$ cat config.mk
export PLATFORM = sky130hd
export DESIGN_NAME = mp_control_unit
export DESIGN_NICKNAME = d
export VERILOG_FILES = /design/src/rtl/mp_pkg.sv /design/src/rtl/mp_alu.sv /design/src/rtl/mp_control_unit.sv
export SDC_FILE = /design/constraint.sdc
export NUM_CORES = 1
export LEC_CHECK = 0
export ABC_CLOCK_PERIOD_IN_PS = 2800
export CELL_PAD_IN_SITES_DETAIL_PLACEMENT = 1
export CELL_PAD_IN_SITES_GLOBAL_PLACEMENT = 1
export CORE_MARGIN = 3
export CORE_UTILIZATION = 31
export DETAILED_ROUTE_END_ITERATION = 8
export GPL_ROUTABILITY_DRIVEN = 1
export PLACE_DENSITY_LB_ADDON = 0.05
export SLEW_MARGIN = 20
export SYNTH_ARGS = -nofsm -noshare
export SYNTH_HDL_FRONTEND = slang
export SYNTH_SLANG_ARGS = --single-unit
export TNS_END_PERCENT = 100
$ cat constraint.sdc
create_clock -name clk -period 2.8 [get_ports clk]
set_clock_uncertainty 0.05 [all_clocks]
set_input_delay 0.28 -clock clk [delete_from_list [all_inputs] [get_ports clk]]
set_output_delay 0.28 -clock clk [all_outputs]
set_load 0.02 [all_outputs]
$ cat src/rtl/mp_pkg.sv
// Shared definitions for the 8-bit, four-register microprocessor controller:
// opcodes, FSM state encoding and instruction field positions.
package mp_pkg;

    localparam logic [1:0] OP_ADD  = 2'b00;
    localparam logic [1:0] OP_ADDI = 2'b01;
    localparam logic [1:0] OP_SUB  = 2'b10;
    localparam logic [1:0] OP_J    = 2'b11;

    // Instruction layout: op[7:6] s[5:4] t[3:2] d[1:0]; jump target is [5:0]
    localparam int OP_MSB = 7;
    localparam int OP_LSB = 6;
    localparam int RS_MSB = 5;
    localparam int RS_LSB = 4;
    localparam int RT_MSB = 3;
    localparam int RT_LSB = 2;
    localparam int RD_MSB = 1;
    localparam int RD_LSB = 0;
    localparam int JT_MSB = 5;

    typedef enum logic [2:0] {
        S_IDLE   = 3'd0,
        S_FETCH  = 3'd1,
        S_DECODE = 3'd2,
        S_EXEC   = 3'd3,
        S_WB     = 3'd4
    } state_t;

    function automatic logic [7:0] sext2(input logic [1:0] v);
        return {{6{v[1]}}, v};
    endfunction

endpackage

$ cat src/rtl/mp_alu.sv
// Combinational 8-bit ALU: add, add-immediate (2-bit signed) and subtract,
// selected directly by the instruction opcode. Results wrap modulo 256.
module mp_alu
    import mp_pkg::*;
(
    input  logic [1:0] op,
    input  logic [7:0] a,
    input  logic [7:0] b,
    input  logic [1:0] imm,
    output logic [7:0] y
);

    always_comb begin
        y = 8'h00;
        case (op)
            OP_ADD:  y = a + b;
            OP_ADDI: y = a + sext2(imm);
            OP_SUB:  y = a - b;
            default: y = 8'h00;
        endcase
    end

endmodule

$ cat src/rtl/mp_control_unit.sv
// Multi-cycle fetch/decode/execute/writeback controller. Owns the FSM, pc,
// instruction register and result register; talks only to imem and the regfile.
module mp_control_unit
    import mp_pkg::*;
#(
    parameter int PC_W = 8
) (
    input  logic            clk,
    input  logic            reset,
    input  logic            run,
    output logic            imem_req,
    output logic [PC_W-1:0] imem_addr,
    input  logic            imem_valid,
    input  logic [7:0]      imem_data,
    output logic [1:0]      rs,
    output logic [1:0]      rt,
    input  logic [7:0]      rsData,
    input  logic [7:0]      rtData,
    output logic [1:0]      rd,
    output logic            RegWrite,
    output logic [7:0]      writeData,
    output logic [PC_W-1:0] pc,
    output logic            retire
);

    state_t          state;
    state_t          nextState;
    logic [PC_W-1:0] pcReg;
    logic [7:0]      ir;
    logic [7:0]      result;
    logic [7:0]      aluY;
    logic [1:0]      opcode;
    logic [PC_W-1:0] jumpTarget;

    assign opcode     = ir[OP_MSB:OP_LSB];
    assign jumpTarget = PC_W'(ir[JT_MSB:0]);

    mp_alu u_alu (
        .op  (opcode),
        .a   (rsData),
        .b   (rtData),
        .imm (ir[RD_MSB:RD_LSB]),
        .y   (aluY)
    );

    always_ff @(posedge clk or posedge reset) begin
        if (reset) begin
            state <= S_IDLE;
        end else begin
            state <= nextState;
        end
    end

    // A started fetch always runs to completion; run is only consulted
    // at instruction boundaries.
    always_comb begin
        nextState = state;
        case (state)
            S_IDLE:   if (run) nextState = S_FETCH;
            S_FETCH:  if (imem_valid) nextState = S_DECODE;
            S_DECODE: nextState = S_EXEC;
            S_EXEC: begin
                if (opcode == OP_J) begin
                    nextState = run ? S_FETCH : S_IDLE;
                end else begin
                    nextState = S_WB;
                end
            end
            S_WB:     nextState = run ? S_FETCH : S_IDLE;
            default:  nextState = S_IDLE;
        endcase
    end

    always_ff @(posedge clk or posedge reset) begin
        if (reset) begin
            pcReg  <= '0;
            ir     <= 8'h00;
            result <= 8'h00;
        end else begin
            if (state == S_FETCH && imem_valid) begin
                ir    <= imem_data;
                pcReg <= pcReg + PC_W'(1);
            end
            if (state == S_EXEC) begin
                if (opcode == OP_J) begin
                    pcReg <= jumpTarget;
                end else begin
                    result <= aluY;
                end
            end
        end
    end

    // Every output is decoded from registered state so imem_valid never
    // reaches an output combinationally.
    always_comb begin
        imem_req  = (state == S_FETCH);
        imem_addr = pcReg;
        pc        = pcReg;
        rs        = ir[RS_MSB:RS_LSB];
        rt        = ir[RT_MSB:RT_LSB];
        rd        = (opcode == OP_ADDI) ? ir[RT_MSB:RT_LSB] : ir[RD_MSB:RD_LSB];
        RegWrite  = (state == S_WB);
        writeData = (state == S_WB) ? result : 8'h00;
        retire    = (state == S_WB) || (state == S_EXEC && opcode == OP_J);
    end

endmodule

==> metrics.cfg, run 1 <==
[sta]
clock.fmax_mhz=371
hold_slack_ns=0.296
grt_setup_unrepaired=false
finalCritPeriodShare=0.963
hold_viol=0
setup_viol=0
slew_headroom=0.656
report.final.slew_viol_count=0
worst_pin_slew_ns=0.514
min_period_ns=2.70

[yosys]
synth-seq-area-share=0.343
synth-xor-area-share=0.0622
synthArstFlopShare=1.00
synth_edf_count=0
synth.avg_cell_area_um2=8.65
ys_ff_latch=27
syn_inst=228
synth_top_family_by_area=simple AND/OR/NAND/NOR gates
synth_top_flop_cell=dfrtp_1
synth_cell_types=41
yosys.area_share.simple=0.214
synthAdderAreaFrac=0.0990
synth_compound_area_frac=0.129
synthMuxAreaShare=0.0501
synthesis.nets=271
ys_warn_count=0
synth_area_mm2=0.00197

[final_layout]
finish.net_count=335
stdcell_area_mm2=0.00278
syn2layout_area_growth_pct=40.7
drive_gt1_frac=0.141
layout_commonest_cell=clkdlybuf4s50_1
n_antenna_cell=0
final_cell_mix=clkdlybuf4s50_1 (60), nand2_1 (29), dfrtp_1 (27)

[detailed_routing]
drt_wl_total_mm=4.91
drcViolationCount=0
viasPerCell=4.94
vias=1809
wl_met1_mm=2.13
wl_met3_um=153
ant_nets=0
route.met2.wl_mm=2.58
first_iter_violations=40
wl_per_cell_um=13.4
drt_pre_antenna_iters=4
topRoutingLayerUsed=met4

[placed_design]
place_area_mm2=0.00268
gp_congestion=0.802
dp_hpwl_mm=4.02
io_buffer_count=60

[die]
dieArea_mm2=0.00735
boundaryPins=61
start_util=0.327
die_h_um=85.8
coreArea_mm2=0.00603
num_rows=28
die_w_um=85.8

[hold_path]
min_path_type=input pin to async pin

[global_route]
grt_antenna_before_repair=0
grt_usage=0.137
grt-ovfl-total=0
grt_pass1_wl_mm=8.31
grt_max_degree=28
grt_pass1_vias=1767

[clock_network]
clk_latency_ns=0.28
cts_buffers=3
cts_tree=done
ctsRootBufferMaster=clkbuf_8
htreeDepth=1
cts_buffer_depth=2
clock-sinks=27
clkTransAtPathRegs_ns=0.11
cts_hold_buf=0

[critical_path]
crit_fanout=6
critPathKind=input pin to flop
worstPathCellList=clkdlybuf4s50_1 -> or3_1 -> or3_2 -> xor2_1 -> a21oi_2 -> ha_1 -> buf_4 -> or4_1 -> nand3_1
cp-start-kind=input pin
crit_slowest_cell=or4_1
slowest_delay_ns=0.52
cp.arrival_ns=2.87
end_kind=flop
cp_data_required_time_ns=2.98
ff2ff_setup_slack_ns=0.20

[power]
power_mw=3.11
irDropWorstVdd_uv=489
pwr_density_cell_mw_per_mm2=1120
p_leak_nw=1.23

[status]
status=finished, final reports clean

[run]
maxCapViolCount=0

-- cell families (layout without fill, tap and decap cells) --
kind of cell,after synthesis,count (layout)
AND/OR/NAND/NOR,80,80
multiplexers,9,9
adder cells (fa/ha/maj),15,15
XOR/XNOR,14,14
buffers and inverters,37,100
AO/OA/AOI/OAI,46,46
flip-flops,27,27
-- synth_stat cells, types with 2 or more instances --
cell type / number / area [µm²]
nor3b_1: 3 / 22.5
and3_1: 11 / 68.8
and2_1: 3 / 18.8
xor2_1: 8 / 70.1
a31oi_1: 2 / 12.5
buf_2: 2 / 10.0
ha_1: 14 / 175
a21oi_1: 20 / 100
nand3b_1: 2 / 15.0
nor2b_1: 4 / 25.0
nand4_1: 4 / 25.0
or4_1: 2 / 15.0
o21ai_0: 16 / 80.1
nand2b_1: 4 / 25.0
inv_1: 15 / 56.3
nand2_1: 29 / 109
xnor2_1: 6 / 52.6
mux2i_1: 2 / 20.0
nor2_1: 9 / 33.8
clkbuf_1: 6 / 22.5
mux2_2: 7 / 78.8
nand3_1: 2 / 10.0
dfrtp_1: 27 / 676
or3_1: 2 / 12.5
buf_4: 12 / 90.1
-- cell type report --
type | count | area (µm²)
multi-input cells | 164 | 1140
flip-flops and latches | 27 | 676
clock buffers | 3 | 41.3
fillers | 716 | 3250
clock inverters | 1 | 8.76
repair buffers | 81 | 762
inverters | 15 | 56.3
well taps | 75 | 93.8
-- worst max-delay path, delay by kind of cell --
kind,cells,cell delay (ns)
AOI/OAI and AO/OA,1,0.16
adders and majority gates,1,0.26
and+or+nand+nor,4,1.44
buffers and inverters,2,0.58
xor gates and xnor gates,1,0.16
-- repair_timing --
item / in CTS / in global routing
endpoints found under the setup margin: 0 / 5
buffers inserted: 0 / 1
gates resized for setup: 0 / 9
-- power by group --
| part | internal, mW | switching (mW) | leakage (nW) |
|---|---|---|---|
| sequential | 0.576 | 0.196 | 0.330 |
| clock | 0.105 | 0.135 | 0.0261 |
| combinational | 1.06 | 1.04 | 0.876 |
| total | 1.74 | 1.38 | 1.23 |
-- worst paths after layout --
kind	start	end	cells past startpoint
max	rtData[1]	result[5]$_DFFE_PP0P_	9
min	reset	ir[5]$_DFFE_PP0P_	3
max reg2reg	ir[6]$_DFFE_PP0P_	result[6]$_DFFE_PP0P_	12
min reg2reg	result[4]$_DFFE_PP0P_	result[4]$_DFFE_PP0P_	2
max in group asynchronous	reset	imem_addr[2]$_DFF_PP0_	3
min in group clk	result[4]$_DFFE_PP0P_	result[4]$_DFFE_PP0P_	2
-- metrics by stage --
stage	cells	utilization	setup WS [ns]	setup TNS, ns
after CTS	365	0.454	0.00395	0
final	366	0.461	0.104	0
after global placement	361	0.445	-0.215	-0.548
after detailed placement	361	0.445	-0.254	-0.604
after floorplan	228	-	0.0456	0
after global routing	366	0.461	0.00217	0
-- per-layer routing --
metal / up-vias / GRT usage
met5: - / 0
li1: 895 / -
met3: 4 / 0.0154
met2: 35 / 0.249
met4: 0 / 0.0302
met1: 875 / 0.174
-- flip-flops by register name, summed over array words and instances, names as in the netlist --
name       flops
imem_addr      8
ir             8
result         8
state          3
No activity file was read; power rests on OpenSTA's default activity.
==> inputs of run 2 (changes only) <==
ABC_CLOCK_PERIOD_IN_PS = 3200   (was 2800)
CELL_PAD_IN_SITES_GLOBAL_PLACEMENT = 2   (was 1)
CORE_UTILIZATION = 29   (was 31)
TNS_END_PERCENT = unset   (was 100)
clock period = 3.2 ns   (was 2.8 ns; I/O delays follow)
==> run 2 against run 1 <==
Critical path type unchanged; cell count decreased by 3.3%; sequential share of layout area increased by 1.3 points; design area decreased by 5.0%; non-clock buffer count down 14; sequential power decreased by 12%; wire length shrank 0.73%; die area grew 6.4%; largest cell class unchanged; total power decreased by 19%; register-to-register slack improved by 0.22 ns; critical path depth rose by 3; first-iteration DRC count rose by 15%; highest routed layer unchanged.
==> metrics.cfg, run 2 (synthesis results as in run 1) <==
[critical_path]
crit_slowest_cell=clkdlybuf4s50_1
worstPathCellList=clkdlybuf4s50_1 -> or3_1 -> or3_2 -> xor2_1 -> a21oi_1 -> ha_1 -> a21o_1 -> a21oi_1 -> nand2_1 -> a21oi_1 -> xor2_1 -> o21ai_1
slowest_delay_ns=0.44
end_kind=flop
crit_fanout=3
cp_data_required_time_ns=3.31
critPathKind=input pin to flop
cp-start-kind=input pin
cp_common_cell=a21oi_1
cp.arrival_ns=2.90

[die]
die_w_um=88.5
start_util=0.305
num_rows=29
die_h_um=88.5
dieArea_mm2=0.00783
coreArea_mm2=0.00646
boundaryPins=61

[detailed_routing]
wl_per_cell_um=13.8
drcViolationCount=0
drt_wl_total_mm=4.87
viasPerCell=4.78
vias=1691
drt_pre_antenna_iters=4
first_iter_violations=46
ant_nets=0

[power]
pwr_density_cell_mw_per_mm2=959
power_mw=2.53
clock_power_share=0.082
p_int_mw=1.37
p_leak_nw=1.16
irDropWorstVdd_uv=386
switching_power_mw=1.16
seqPwrFrac=0.270
comb_power_share=0.649
switching_share=0.458

[clock_network]
clk_latency_ns=0.28
cts_buffers=3
cts_tree=done
clock-sinks=27
clkTransAtPathRegs_ns=0.11
htreeDepth=1
cts_hold_buf=0
cts_buffer_depth=2
ctsRootBufferMaster=clkbuf_8

[sta]
min_period_ns=2.79
finalCritPeriodShare=0.871
clock.fmax_mhz=359
slew_headroom=0.611
grt_setup_unrepaired=false
report.final.slew_viol_count=0
hold_viol=0
fin_setup_tns_ns=0
worst_pin_slew_ns=0.581
setup_viol=0
hold_slack_ns=0.350

[final_layout]
n_fill_cell=783
finish.net_count=321
n_antenna_cell=0
seq_area_um2=676
multi_input_area_mm2=0.00111
syn2layout_area_growth_pct=33.8
final_cell_mix=clkdlybuf4s50_1 (60), nand2_1 (29), dfrtp_1 (27)
stdcell_area_mm2=0.00264
drive_gt1_frac=0.0758
layout_commonest_cell=clkdlybuf4s50_1

[placed_design]
place_area_mm2=0.00259
io_buffer_count=60
dp_hpwl_mm=3.83
gp_congestion=0.759

[global_route]
grt_usage=0.130
grt_pass1_wl_mm=8.15
grt_antenna_before_repair=0
grt_max_degree=28
grt_pass1_vias=1694
grt-ovfl-total=0

[status]
status=finished, final reports clean

[hold_path]
min_path_type=input pin to async pin

[run]
maxCapViolCount=0

## run 2: cell types whose count changed in the layout (fill, tap and decap cells not counted)
cell / before / now
buf_4: 20 / 7
ha_4: 1 / 0
o21ai_2: 1 / 0
buf_6: 1 / 0
ha_2: 1 / 0
a21oi_2: 3 / 0
a21oi_1: 17 / 20
clkinvlp_4: 0 / 1
inv_6: 1 / 0
ha_1: 12 / 14
o21ai_0: 14 / 15
## run 2: metrics by stage
stage,cells,setup slack (ns),util
3_3_place_gp,350,0.146,0.401
4_1_cts,354,0.315,0.408
2_1_floorplan,228,0.446,-
6_report,354,0.414,0.408
5_1_grt,354,0.0798,0.408
3_5_place_dp,350,0.118,0.401
## run 2: final timing paths
kind,startpoint,endpoint,slack [ns],cells past startpoint
min in group clk,result[4]$_DFFE_PP0P_,result[4]$_DFFE_PP0P_,0.43,2
min,reset,imem_addr[5]$_DFF_PP0_,0.35,3
max,rtData[1],result[7]$_DFFE_PP0P_,0.41,12
max reg2reg,ir[7]$_DFFE_PP0P_,result[6]$_DFFE_PP0P_,0.42,12
min reg2reg,result[4]$_DFFE_PP0P_,result[4]$_DFFE_PP0P_,0.43,2
max in group asynchronous,reset,state[1]$_DFFE_PP0P_,2.46,3
## run 2: timing repair
item                       CTS  global route
resized for setup            0             1
setup endpoints to repair    0             2
buffers inserted             0             0
## run 2: critical path, delay by kind of cell
kind                       cells  cell delay (ns)
and+or+nand+nor                3             0.89
AOI/OAI and AO/OA              5             0.67
buffers and inverters          1             0.44
xor gates and xnor gates       2             0.31
adders and majority gates      1             0.26
## run 2: power by group through the flow
| stage | sequential [mW] | clock, mW | combinational, mW |
|---|---|---|---|
| detailed placement | 0.695 | 0 | 1.66 |
| CTS | 0.687 | 0.213 | 1.67 |
| finish | 0.683 | 0.206 | 1.64 |
| global route | 0.714 | 0.225 | 1.85 |
| global placement | 0.691 | 0 | 1.65 |
| floorplan | 0.677 | 0 | 1.13 |
## run 2: area by class of cell
class,count,area share
clock buffers,3,0.0157
clock inverters,1,0.00285
inverters,15,0.0213
multi-input cells,164,0.420
flip-flops and latches,27,0.256
well taps,77,0.0365
repair buffers,67,0.248
## run 2: routing by layer
layer,GRT usage,wire length [µm]
met3,0.0168,180
met4,0.0247,23
met5,0,0
met1,0.197,2540
met2,0.200,2130
==> RTL edit (flow settings as in run 1) <==
Register the inputs `run`, `imem_valid`, `imem_data`, `rsData` and `rtData` before use. The logic sees them one clock later. Comments in the files are not updated.
--- a/src/rtl/mp_control_unit.sv
+++ b/src/rtl/mp_control_unit.sv
@@ -25,2 +25,16 @@
 
+    logic run_q;
+    logic imem_valid_q;
+    logic [7:0] imem_data_q;
+    logic [7:0] rsData_q;
+    logic [7:0] rtData_q;
+
+    always_ff @(posedge clk) begin
+        run_q        <= run;
+        imem_valid_q <= imem_valid;
+        imem_data_q  <= imem_data;
+        rsData_q     <= rsData;
+        rtData_q     <= rtData;
+    end
+
     state_t          state;
@@ -39,4 +53,4 @@
         .op  (opcode),
-        .a   (rsData),
-        .b   (rtData),
+        .a   (rsData_q),
+        .b   (rtData_q),
         .imm (ir[RD_MSB:RD_LSB]),
@@ -58,4 +72,4 @@
         case (state)
-            S_IDLE:   if (run) nextState = S_FETCH;
-            S_FETCH:  if (imem_valid) nextState = S_DECODE;
+            S_IDLE:   if (run_q) nextState = S_FETCH;
+            S_FETCH:  if (imem_valid_q) nextState = S_DECODE;
             S_DECODE: nextState = S_EXEC;
@@ -63,3 +77,3 @@
                 if (opcode == OP_J) begin
-                    nextState = run ? S_FETCH : S_IDLE;
+                    nextState = run_q ? S_FETCH : S_IDLE;
                 end else begin
@@ -68,3 +82,3 @@
             end
-            S_WB:     nextState = run ? S_FETCH : S_IDLE;
+            S_WB:     nextState = run_q ? S_FETCH : S_IDLE;
             default:  nextState = S_IDLE;
@@ -79,4 +93,4 @@
         end else begin
-            if (state == S_FETCH && imem_valid) begin
-                ir    <= imem_data;
+            if (state == S_FETCH && imem_valid_q) begin
+                ir    <= imem_data_q;
                 pcReg <= pcReg + PC_W'(1);
Behaviour: not the same (Yosys sat finds a counterexample within 4 cycles, from zero or initial values and one cycle with reset high).
==> RTL edit against run 1 <==
  * Count of clock-buffer cells in the layout grew 2
  * Worst hold slack lost 24 ps
  * Sequential cell count grew 26
  * Clock power grew 87%
  * Total power grew 7.9%
  * Area after synthesis grew 24%
  * Wire length grew 5.1%
  * Design area grew 16%
  * Global-route usage shrank 1.4 points
  * Non-clock buffer count shrank 13
  * Core utilization shrank 2.9 points
  * Setup slack gained 110 ps
  * Critical path type is now flop to flop
  * Highest routed layer unchanged
==> RTL edit: results (changes against run 1) <==
Routing
  – Post-Route WL: 5160 µm (+5.1%)
  – Vias per cell: 4.50 (-9.0%)
  – DR iter-0 viols: 47 (+18%)
  – DR WL/cell: 12.9 µm (-4.1%)

Setup path
  – CP max stage cell: dfrtp_1
  – Largest stage delay on the critical path: 410 ps (-110 ps)
  – CP delay by family, top: compound AO/OA/AOI/OAI gates
  – Crit Path Max Fanout: 13 (+7)
  – Worst Path Arrival: 2740 ps (-130 ps)

Run status
  – Status: complete, no violations

Yosys
  – Post-synthesis sequential area ratio: 0.490 (+0.148)
  – Syn Area/Cell: 9.92 µm² (+15%)
  – Complex-gate fraction of the synthesized area: 0.107 (-0.0216)
  – Syn nets: 289 (+6.6%)
  – Post-synth top cells: 27 x dfrtp_1, 26 x dfxtp_1, 24 x nand2_1
  – Area share of fa/ha/maj cells after synthesis: 0.0800 (-0.0190)
  – FFs w/ async S/R, synth: 0.509 (-0.491)
  – Synth unique cells: 36 (-12%)
  – Mux cell area share after synthesis: 0.0400 (-0.0101)
  – Xor-xnor portion of the synthesized cell area: 0.0538 (-0.00834)
  – Synth area leaders: dfrtp_1 28%, dfxtp_1 21%, ha_1 7.2%

Power and ir drop
  – VDD IR max: 408 µV (-17%)
  – Leakage power: 1.35 nW (+9.3%)

CTS
  – Clk Latency, worst-skew pair: 310 ps (+30 ps)
  – CTS H-tree depth: 2 (+1)
  – Total CTS buffers: 5 (+2)

Placement
  – Post-detail-place hpwl: 4000 µm (-0.43%)
  – Post-DP Area: 0.00310 mm² (+15%)
  – Gpl congestion: 0.738 (-7.9%)
  – Dpl cells: 392 (+8.6%)

Global route
  – First-pass GRT wire length: 8510 µm (+2.5%)
  – Gr usage total: 0.123 (-0.0142)
  – Vias in the first global route: 1781 (+0.79%)

Final layout
  – Layout Nets: 344 (+2.7%)

Timing
  – Worst rel slew slack: 0.572 (-0.0841)
[RTL edit: cell count changes after synthesis, moves of 3 or more]
cell            run 1  this run
nand2_1            29        24
dfxtp_1             0        26
and3_1             11         2
and2_1              3        11
xnor2_1             6         9
[RTL edit: final timing paths]
| kind | cells after the start | endpoint | start | slack [ps] |
|---|---|---|---|---|
| max in group asynchronous | 3 | ir[6] | reset | 2160 |
| worst min register to register | 2 | ir[1] | imem_data_q[1] | 400 |
| worst max-delay path | 12 | result[6] | ir[6] | 210 |
| worst max register to register | 12 | result[6] | ir[6] | 210 |
| worst min-delay path | 3 | imem_addr[7] | reset | 270 |
| min in group clk | 1 | rsData_q[1] | rsData[1] | 350 |
[RTL edit: power breakdown]
group | internal [W] | total (W) | switching (W)
logic | 0.000862 | 0.00177 | 0.000903
registers | 0.000956 | 0.00115 | 0.000191
clock network | 0.000182 | 0.000449 | 0.000267
total | 0.00200 | 0.00336 | 0.00136
[RTL edit: through the flow]
stage,setup WS (ps),hold slack [ps]
2_1_floorplan,47.3,258
3_3_place_gp,201,390
3_5_place_dp,86.9,375
4_1_cts,47.4,278
5_1_grt,-10.0,312
6_report,211,273
[RTL edit: per-layer routing]
metal	vias up	routed length (µm)	part of all wire	track usage
met5	-	0	0	0
met2	36	2310	0.45	0.187
li1	922	-	-	-
met3	7	190	0.037	0.0239
met1	838	2590	0.50	0.173
met4	0	69	0.013	0.0433
[RTL edit: what timing repair did]
| action | in CTS | in global routing |
|---|---|---|
| endpoints found under the setup margin | 0 | 2 |
| resized for setup | 0 | 8 |
| buffers inserted | 0 | 1 |
[RTL edit: final cells by class]
cell class,instances,area (µm²)
fillers,840,4230
flip-flops and latches,53,1200
multi-input cells,158,1080
repair buffers,68,661
well taps,99,124
clock buffers,5,68.8
inverters,15,56.3
clock inverters,3,26.3
